$ cat config.mk
export PLATFORM = sky130hd
export DESIGN_NAME = sha256_block_core
export DESIGN_NICKNAME = d
export VERILOG_FILES = /design/src/rtl/sha256_pkg.sv /design/src/rtl/sha256_msg_sched.sv /design/src/rtl/sha256_block_core.sv
export SDC_FILE = /design/constraint.sdc
export NUM_CORES = 2
export LEC_CHECK = 0
export CORE_AREA = 2 2 494 496
export CTS_CLUSTER_DIAMETER = 30
export DETAILED_ROUTE_END_ITERATION = 7
export DIE_AREA = 0 0 496 498
export HOLD_SLACK_MARGIN = 0.02
export PLACE_DENSITY = 0.46
export SYNTH_ARGS = -nofsm -noshare
export SYNTH_HDL_FRONTEND = slang
export SYNTH_SLANG_ARGS = --single-unit
$ cat constraint.sdc
create_clock -name clk -period 10.2 [get_ports clk]
set_input_delay 2.04 -clock clk [delete_from_list [all_inputs] [get_ports clk]]
set_output_delay 2.04 -clock clk [all_outputs]
set_load 0.02 [all_outputs]
$ cat src/rtl/sha256_pkg.sv
// Shared constants, state encoding and bit-mixing helpers for the
// single-block SHA-256 engine.
package sha256_pkg;

    typedef enum logic [1:0] {
        ST_LOAD  = 2'd0,
        ST_ROUND = 2'd1,
        ST_FINAL = 2'd2,
        ST_DONE  = 2'd3
    } state_e;

    localparam logic [31:0] IV [0:7] = '{
        32'h6a09e667, 32'hbb67ae85, 32'h3c6ef372, 32'ha54ff53a,
        32'h510e527f, 32'h9b05688c, 32'h1f83d9ab, 32'h5be0cd19
    };

    localparam logic [31:0] K [0:63] = '{
        32'h428a2f98, 32'h71374491, 32'hb5c0fbcf, 32'he9b5dba5, 32'h3956c25b, 32'h59f111f1, 32'h923f82a4, 32'hab1c5ed5,
        32'hd807aa98, 32'h12835b01, 32'h243185be, 32'h550c7dc3, 32'h72be5d74, 32'h80deb1fe, 32'h9bdc06a7, 32'hc19bf174,
        32'he49b69c1, 32'hefbe4786, 32'h0fc19dc6, 32'h240ca1cc, 32'h2de92c6f, 32'h4a7484aa, 32'h5cb0a9dc, 32'h76f988da,
        32'h983e5152, 32'ha831c66d, 32'hb00327c8, 32'hbf597fc7, 32'hc6e00bf3, 32'hd5a79147, 32'h06ca6351, 32'h14292967,
        32'h27b70a85, 32'h2e1b2138, 32'h4d2c6dfc, 32'h53380d13, 32'h650a7354, 32'h766a0abb, 32'h81c2c92e, 32'h92722c85,
        32'ha2bfe8a1, 32'ha81a664b, 32'hc24b8b70, 32'hc76c51a3, 32'hd192e819, 32'hd6990624, 32'hf40e3585, 32'h106aa070,
        32'h19a4c116, 32'h1e376c08, 32'h2748774c, 32'h34b0bcb5, 32'h391c0cb3, 32'h4ed8aa4a, 32'h5b9cca4f, 32'h682e6ff3,
        32'h748f82ee, 32'h78a5636f, 32'h84c87814, 32'h8cc70208, 32'h90befffa, 32'ha4506ceb, 32'hbef9a3f7, 32'hc67178f2
    };

    function automatic logic [31:0] rotr32(input logic [31:0] x, input logic [4:0] n);
        return (x >> n) | (x << (6'd32 - {1'b0, n}));
    endfunction

    function automatic logic [31:0] bsig0(input logic [31:0] x);
        return rotr32(x, 5'd2) ^ rotr32(x, 5'd13) ^ rotr32(x, 5'd22);
    endfunction

    function automatic logic [31:0] bsig1(input logic [31:0] x);
        return rotr32(x, 5'd6) ^ rotr32(x, 5'd11) ^ rotr32(x, 5'd25);
    endfunction

    function automatic logic [31:0] ssig0(input logic [31:0] x);
        return rotr32(x, 5'd7) ^ rotr32(x, 5'd18) ^ (x >> 3);
    endfunction

    function automatic logic [31:0] ssig1(input logic [31:0] x);
        return rotr32(x, 5'd17) ^ rotr32(x, 5'd19) ^ (x >> 10);
    endfunction

    function automatic logic [31:0] ch(input logic [31:0] x, input logic [31:0] y, input logic [31:0] z);
        return (x & y) ^ (~x & z);
    endfunction

    function automatic logic [31:0] maj(input logic [31:0] x, input logic [31:0] y, input logic [31:0] z);
        return (x & y) ^ (x & z) ^ (y & z);
    endfunction

endpackage

$ cat src/rtl/sha256_msg_sched.sv
// Sliding 16-word message schedule: word 0 of the window is W[t] for the
// current round, and each shift appends W[t+16].
module sha256_msg_sched
    import sha256_pkg::*;
(
    input  logic         clk,
    input  logic         reset,
    input  logic         load,
    input  logic         shift_en,
    input  logic [511:0] block,
    output logic [31:0]  w
);

    logic [31:0] win_r [0:15];
    logic [31:0] next_w_s;

    // Expansion of the word sixteen rounds ahead of the current one
    always_comb begin
        next_w_s = ssig1(win_r[14]) + win_r[9] + ssig0(win_r[1]) + win_r[0];
    end

    // Window register: clear, load block big-endian, or shift by one word
    always_ff @(posedge clk) begin
        if (reset) begin
            for (int i = 0; i < 16; i++) win_r[i] <= 32'd0;
        end else if (load) begin
            for (int i = 0; i < 16; i++) win_r[i] <= block[511 - 32*i -: 32];
        end else if (shift_en) begin
            for (int i = 0; i < 15; i++) win_r[i] <= win_r[i+1];
            win_r[15] <= next_w_s;
        end
    end

    assign w = win_r[0];

endmodule

$ cat src/rtl/sha256_block_core.sv
// Single-block SHA-256 compression from the standard IV; 66 cycles from
// reset release to a sticky ready with the digest held in hashvalue.
module sha256_block_core
    import sha256_pkg::*;
(
    input  logic         clk,
    input  logic         reset,
    input  logic [511:0] message,
    output logic         ready,
    output logic [255:0] hashvalue
);

    state_e      state_r, next_state_s;
    logic [5:0]  t_r;
    logic [31:0] wv_r [0:7];
    logic [31:0] w_s, t1_s, t2_s;
    logic        load_s, shift_s;

    sha256_msg_sched u_sched (
        .clk      (clk),
        .reset    (reset),
        .load     (load_s),
        .shift_en (shift_s),
        .block    (message),
        .w        (w_s)
    );

    // State register
    always_ff @(posedge clk) begin
        if (reset) state_r <= ST_LOAD;
        else       state_r <= next_state_s;
    end

    // Next-state and schedule control
    always_comb begin
        next_state_s = state_r;
        load_s       = 1'b0;
        shift_s      = 1'b0;
        case (state_r)
            ST_LOAD: begin
                load_s       = 1'b1;
                next_state_s = ST_ROUND;
            end
            ST_ROUND: begin
                shift_s = 1'b1;
                if (t_r == 6'd63) next_state_s = ST_FINAL;
                else              next_state_s = ST_ROUND;
            end
            ST_FINAL: next_state_s = ST_DONE;
            ST_DONE:  next_state_s = ST_DONE;
            default:  next_state_s = ST_LOAD;
        endcase
    end

    // Round temporaries T1/T2 for the current t
    always_comb begin
        t1_s = wv_r[7] + bsig1(wv_r[4]) + ch(wv_r[4], wv_r[5], wv_r[6]) + K[t_r] + w_s;
        t2_s = bsig0(wv_r[0]) + maj(wv_r[0], wv_r[1], wv_r[2]);
    end

    // Working variables, round counter and registered digest/ready
    always_ff @(posedge clk) begin
        if (reset) begin
            t_r       <= 6'd0;
            ready     <= 1'b0;
            hashvalue <= 256'd0;
            for (int i = 0; i < 8; i++) wv_r[i] <= 32'd0;
        end else begin
            case (state_r)
                ST_LOAD: begin
                    t_r <= 6'd0;
                    for (int i = 0; i < 8; i++) wv_r[i] <= IV[i];
                end
                ST_ROUND: begin
                    wv_r[0] <= t1_s + t2_s;
                    wv_r[1] <= wv_r[0];
                    wv_r[2] <= wv_r[1];
                    wv_r[3] <= wv_r[2];
                    wv_r[4] <= wv_r[3] + t1_s;
                    wv_r[5] <= wv_r[4];
                    wv_r[6] <= wv_r[5];
                    wv_r[7] <= wv_r[6];
                    t_r     <= t_r + 6'd1;
                end
                ST_FINAL: begin
                    hashvalue <= {IV[0] + wv_r[0], IV[1] + wv_r[1], IV[2] + wv_r[2], IV[3] + wv_r[3],
                                  IV[4] + wv_r[4], IV[5] + wv_r[5], IV[6] + wv_r[6], IV[7] + wv_r[7]};
                    ready     <= 1'b1;
                end
                ST_DONE: begin
                    ready <= 1'b1;
                end
                default: begin
                    ready <= 1'b0;
                end
            endcase
        end
    end

endmodule

==> metrics <==
Worst Path Buf+Inv=7; initial antenna violation count=92; Post-CTS Setup Repair Bufs=0; fraction of synthesized area in multiplexers=0.00827; Seq/Total Area, Yosys=0.467; GR Util All Layers=0.222; Routed Antenna Nets=0; RSZ-0062 raised after global routing=no; status=complete, no violations; Chip Width=496 microns; Avg WL per Cell=27.6 microns; Core Box Area=242000 sq um; most frequent cells after synthesis=nand2_1, edfxtp_1, a21oi_1; row cnt=181; slowest stage cell, crit path=ha_1; post-layout minimum cycle time=9.64 ns; Critical Path Start Type=flop; top area cells in the synthesized netlist=edfxtp_1, dfxtp_1, fa_1; worst hold slack=0.448 ns; Worst Tran Pin Value=1.38 ns; Post-CTS Hold Buffers=0; Total Wirelength=283000 microns; Final Wtd Congestion=0.922; Synth Area in Compound Gates=0.183; DRC errors left=0; WP data required=10.97 ns; Final Skew=0.0953 ns; final core utilization=0.335; most frequent cell after synthesis=nand2_1; Clock Latency Late Sink=0.96 ns; Max Clock Freq=104 MHz; layout cell share with drive strength beyond 1=0.0915; Synth area leader=edfxtp_1; CP Max Fanout=10; num ports=771; simple logic cell fraction of the synthesized area=0.126; clock-pin slew on the worst setup and hold paths=0.04 ns; Post-Synthesis Cell Area=60100 sq um; async set or reset register ratio after synthesis=0; Top Family by Delay on Critical Path=compound AO/OA/AOI/OAI gates; Largest stage delay, worst path=0.68 ns; Ys Warns=0; XOR/XNOR Fraction of Synth Area=0.0779; final hold violation count=0; Fillers=24.9k; Sink Count=1033; vias per cell=4.96; HPWL after detailed placement=216000 microns; vias=50.9k; Syn Area/Cell=9.97 sq um; Buffers on Ports=770; largest net degree at the start of global routing=215; drt initial violations=4646; Syn Inst Count=6025; Synth Flop Type=edfxtp_1; vias in the first global route=50.3k; first-pass GRT wire length=392000 microns; worst min-delay path category=flop to flop; Tcrit/Tclk final=0.945; H-tree depth=5; syn_nets=6876; Post-synth EDFFs=736; Yosys cell types=98; Final Setup Violations=0; synthesized flop and latch total=1033; Synth Area in Adders=0.0939; CTS tree=yes; fin. max-slew vios=0; crit path capture type=flop; share of the synthesized area in the top cell type=0.368; final net count=7657; grt ovf=0; Max Cap Viol=0; CTS max path bufs=4; Worst slew margin=0.0785; starting density of the core=0.248; CTS buffer count=313; die height=498 microns; TNS Setup=0 ns; largest family of logic cells by synthesized area=compound AO/OA/AOI/OAI gates; clock root buffer=clkbuf_16; critical setup path kind=flop to flop; crit path DAT=10.41 ns; area grow syn2layout=34.9%; Die ar.=247000 sq um; Crit path top cell by count=inv_1; First-pass DRT Iterations=6
sequential cells by signal (all words and copies together), names as in the netlist:
signal and count:
hashvalue 256, ready 1, state_r 2, t_r 6, u_sched.win_r 512, wv_r 256
layout make-up:
type,instances,area (sq um),share of cell area
Multi-Input combinational cell,4290,29400,0.363
Inverter,283,1080,0.0134
Timing Repair Buffer,885,8660,0.107
Sequential cell,1033,28100,0.346
Clock inverter,126,1210,0.0149
Antenna cell,26,65.1,0.000803
Clock buffer,414,8540,0.105
Tap cell,3202,4010,0.0494
cell usage in the layout (no fill, tap or decap), types with 27 or more instances in the layout:
cell | synthesis | layout
a21o_1 | 95 | 95
edfxtp_1 | 736 | 736
clkbuf_1 | 387 | 76
clkinv_2 | 0 | 48
a22o_1 | 325 | 325
buf_4 | 1 | 108
ha_1 | 150 | 150
dfxtp_1 | 297 | 293
xnor2_1 | 371 | 371
xor2_1 | 163 | 163
nand2b_1 | 29 | 29
or3_1 | 28 | 28
a311oi_1 | 41 | 41
nor3_1 | 58 | 57
clkinv_1 | 9 | 49
fa_1 | 187 | 187
nor2b_1 | 27 | 27
clkdlybuf4s50_1 | 0 | 769
nand2_1 | 937 | 934
nand3_1 | 66 | 65
a31oi_1 | 30 | 30
a211oi_1 | 112 | 112
inv_1 | 274 | 268
a21oi_1 | 529 | 529
o21ai_0 | 231 | 231
nor2_1 | 394 | 390
and3_1 | 108 | 108
clkbuf_16 | 0 | 320
timing repair:
item	in CTS	in global routing
hold endpoints to repair	0	0
setup endpoints to repair	0	1
resized for setup	0	1
stage by stage:
| stage | worst slack [ns] | instances | cell area [sq um] |
|---|---|---|---|
| global route | 0.00260 | 10200 | 81000 |
| floorplan | 1.34 | 6025 | 60100 |
| detailed placement | 0.607 | 9693 | 71200 |
| global placement | 0.749 | 9693 | 71200 |
| CTS | 0.568 | 10200 | 81000 |
| finish | 0.562 | 10300 | 81000 |
final timing paths:
path | from | to | slack (ns) | cells after the start
worst max-delay path | t_r[0] | wv_r[0][31] | 0.56 | 36
worst min-delay path | hashvalue[68] | hashvalue[68] | 0.45 | 2
worst max register to register | t_r[0] | wv_r[0][31] | 0.56 | 36
worst min register to register | hashvalue[68] | hashvalue[68] | 0.45 | 2
layer usage:
metal  GRT usage  vias up  part of all wire
li1            -    23200                 -
met1       0.282    25100              0.42
met2       0.368     2006              0.48
met3      0.0591      473             0.077
met4      0.0583      104             0.024
met5           0        -            0.0024
worst reg2reg max path, delay by kind of cell, from the launching register on:
kind	cells	cell delay, ns
AO/OA/AOI/OAI	15	3.51
XOR/XNOR	3	0.62
adder cells (fa/ha/maj)	7	3.27
buffers and inverters	7	0.98
flip-flops	1	0.30
AND/OR/NAND/NOR	4	0.82
logic make-up (layout without fill, tap and decap cells):
logic type | Yosys count | count (layout)
buf+inv | 702 | 1708
other cells | 0 | 26
compound gates | 1625 | 1625
simple gates | 1749 | 1749
flops | 1033 | 1033
fa+ha+maj | 339 | 339
mux | 43 | 43
xor+xnor | 534 | 534
Power is not shown: default switching activity piles up to over one toggle a cycle in this logic, so the estimate is an artifact.
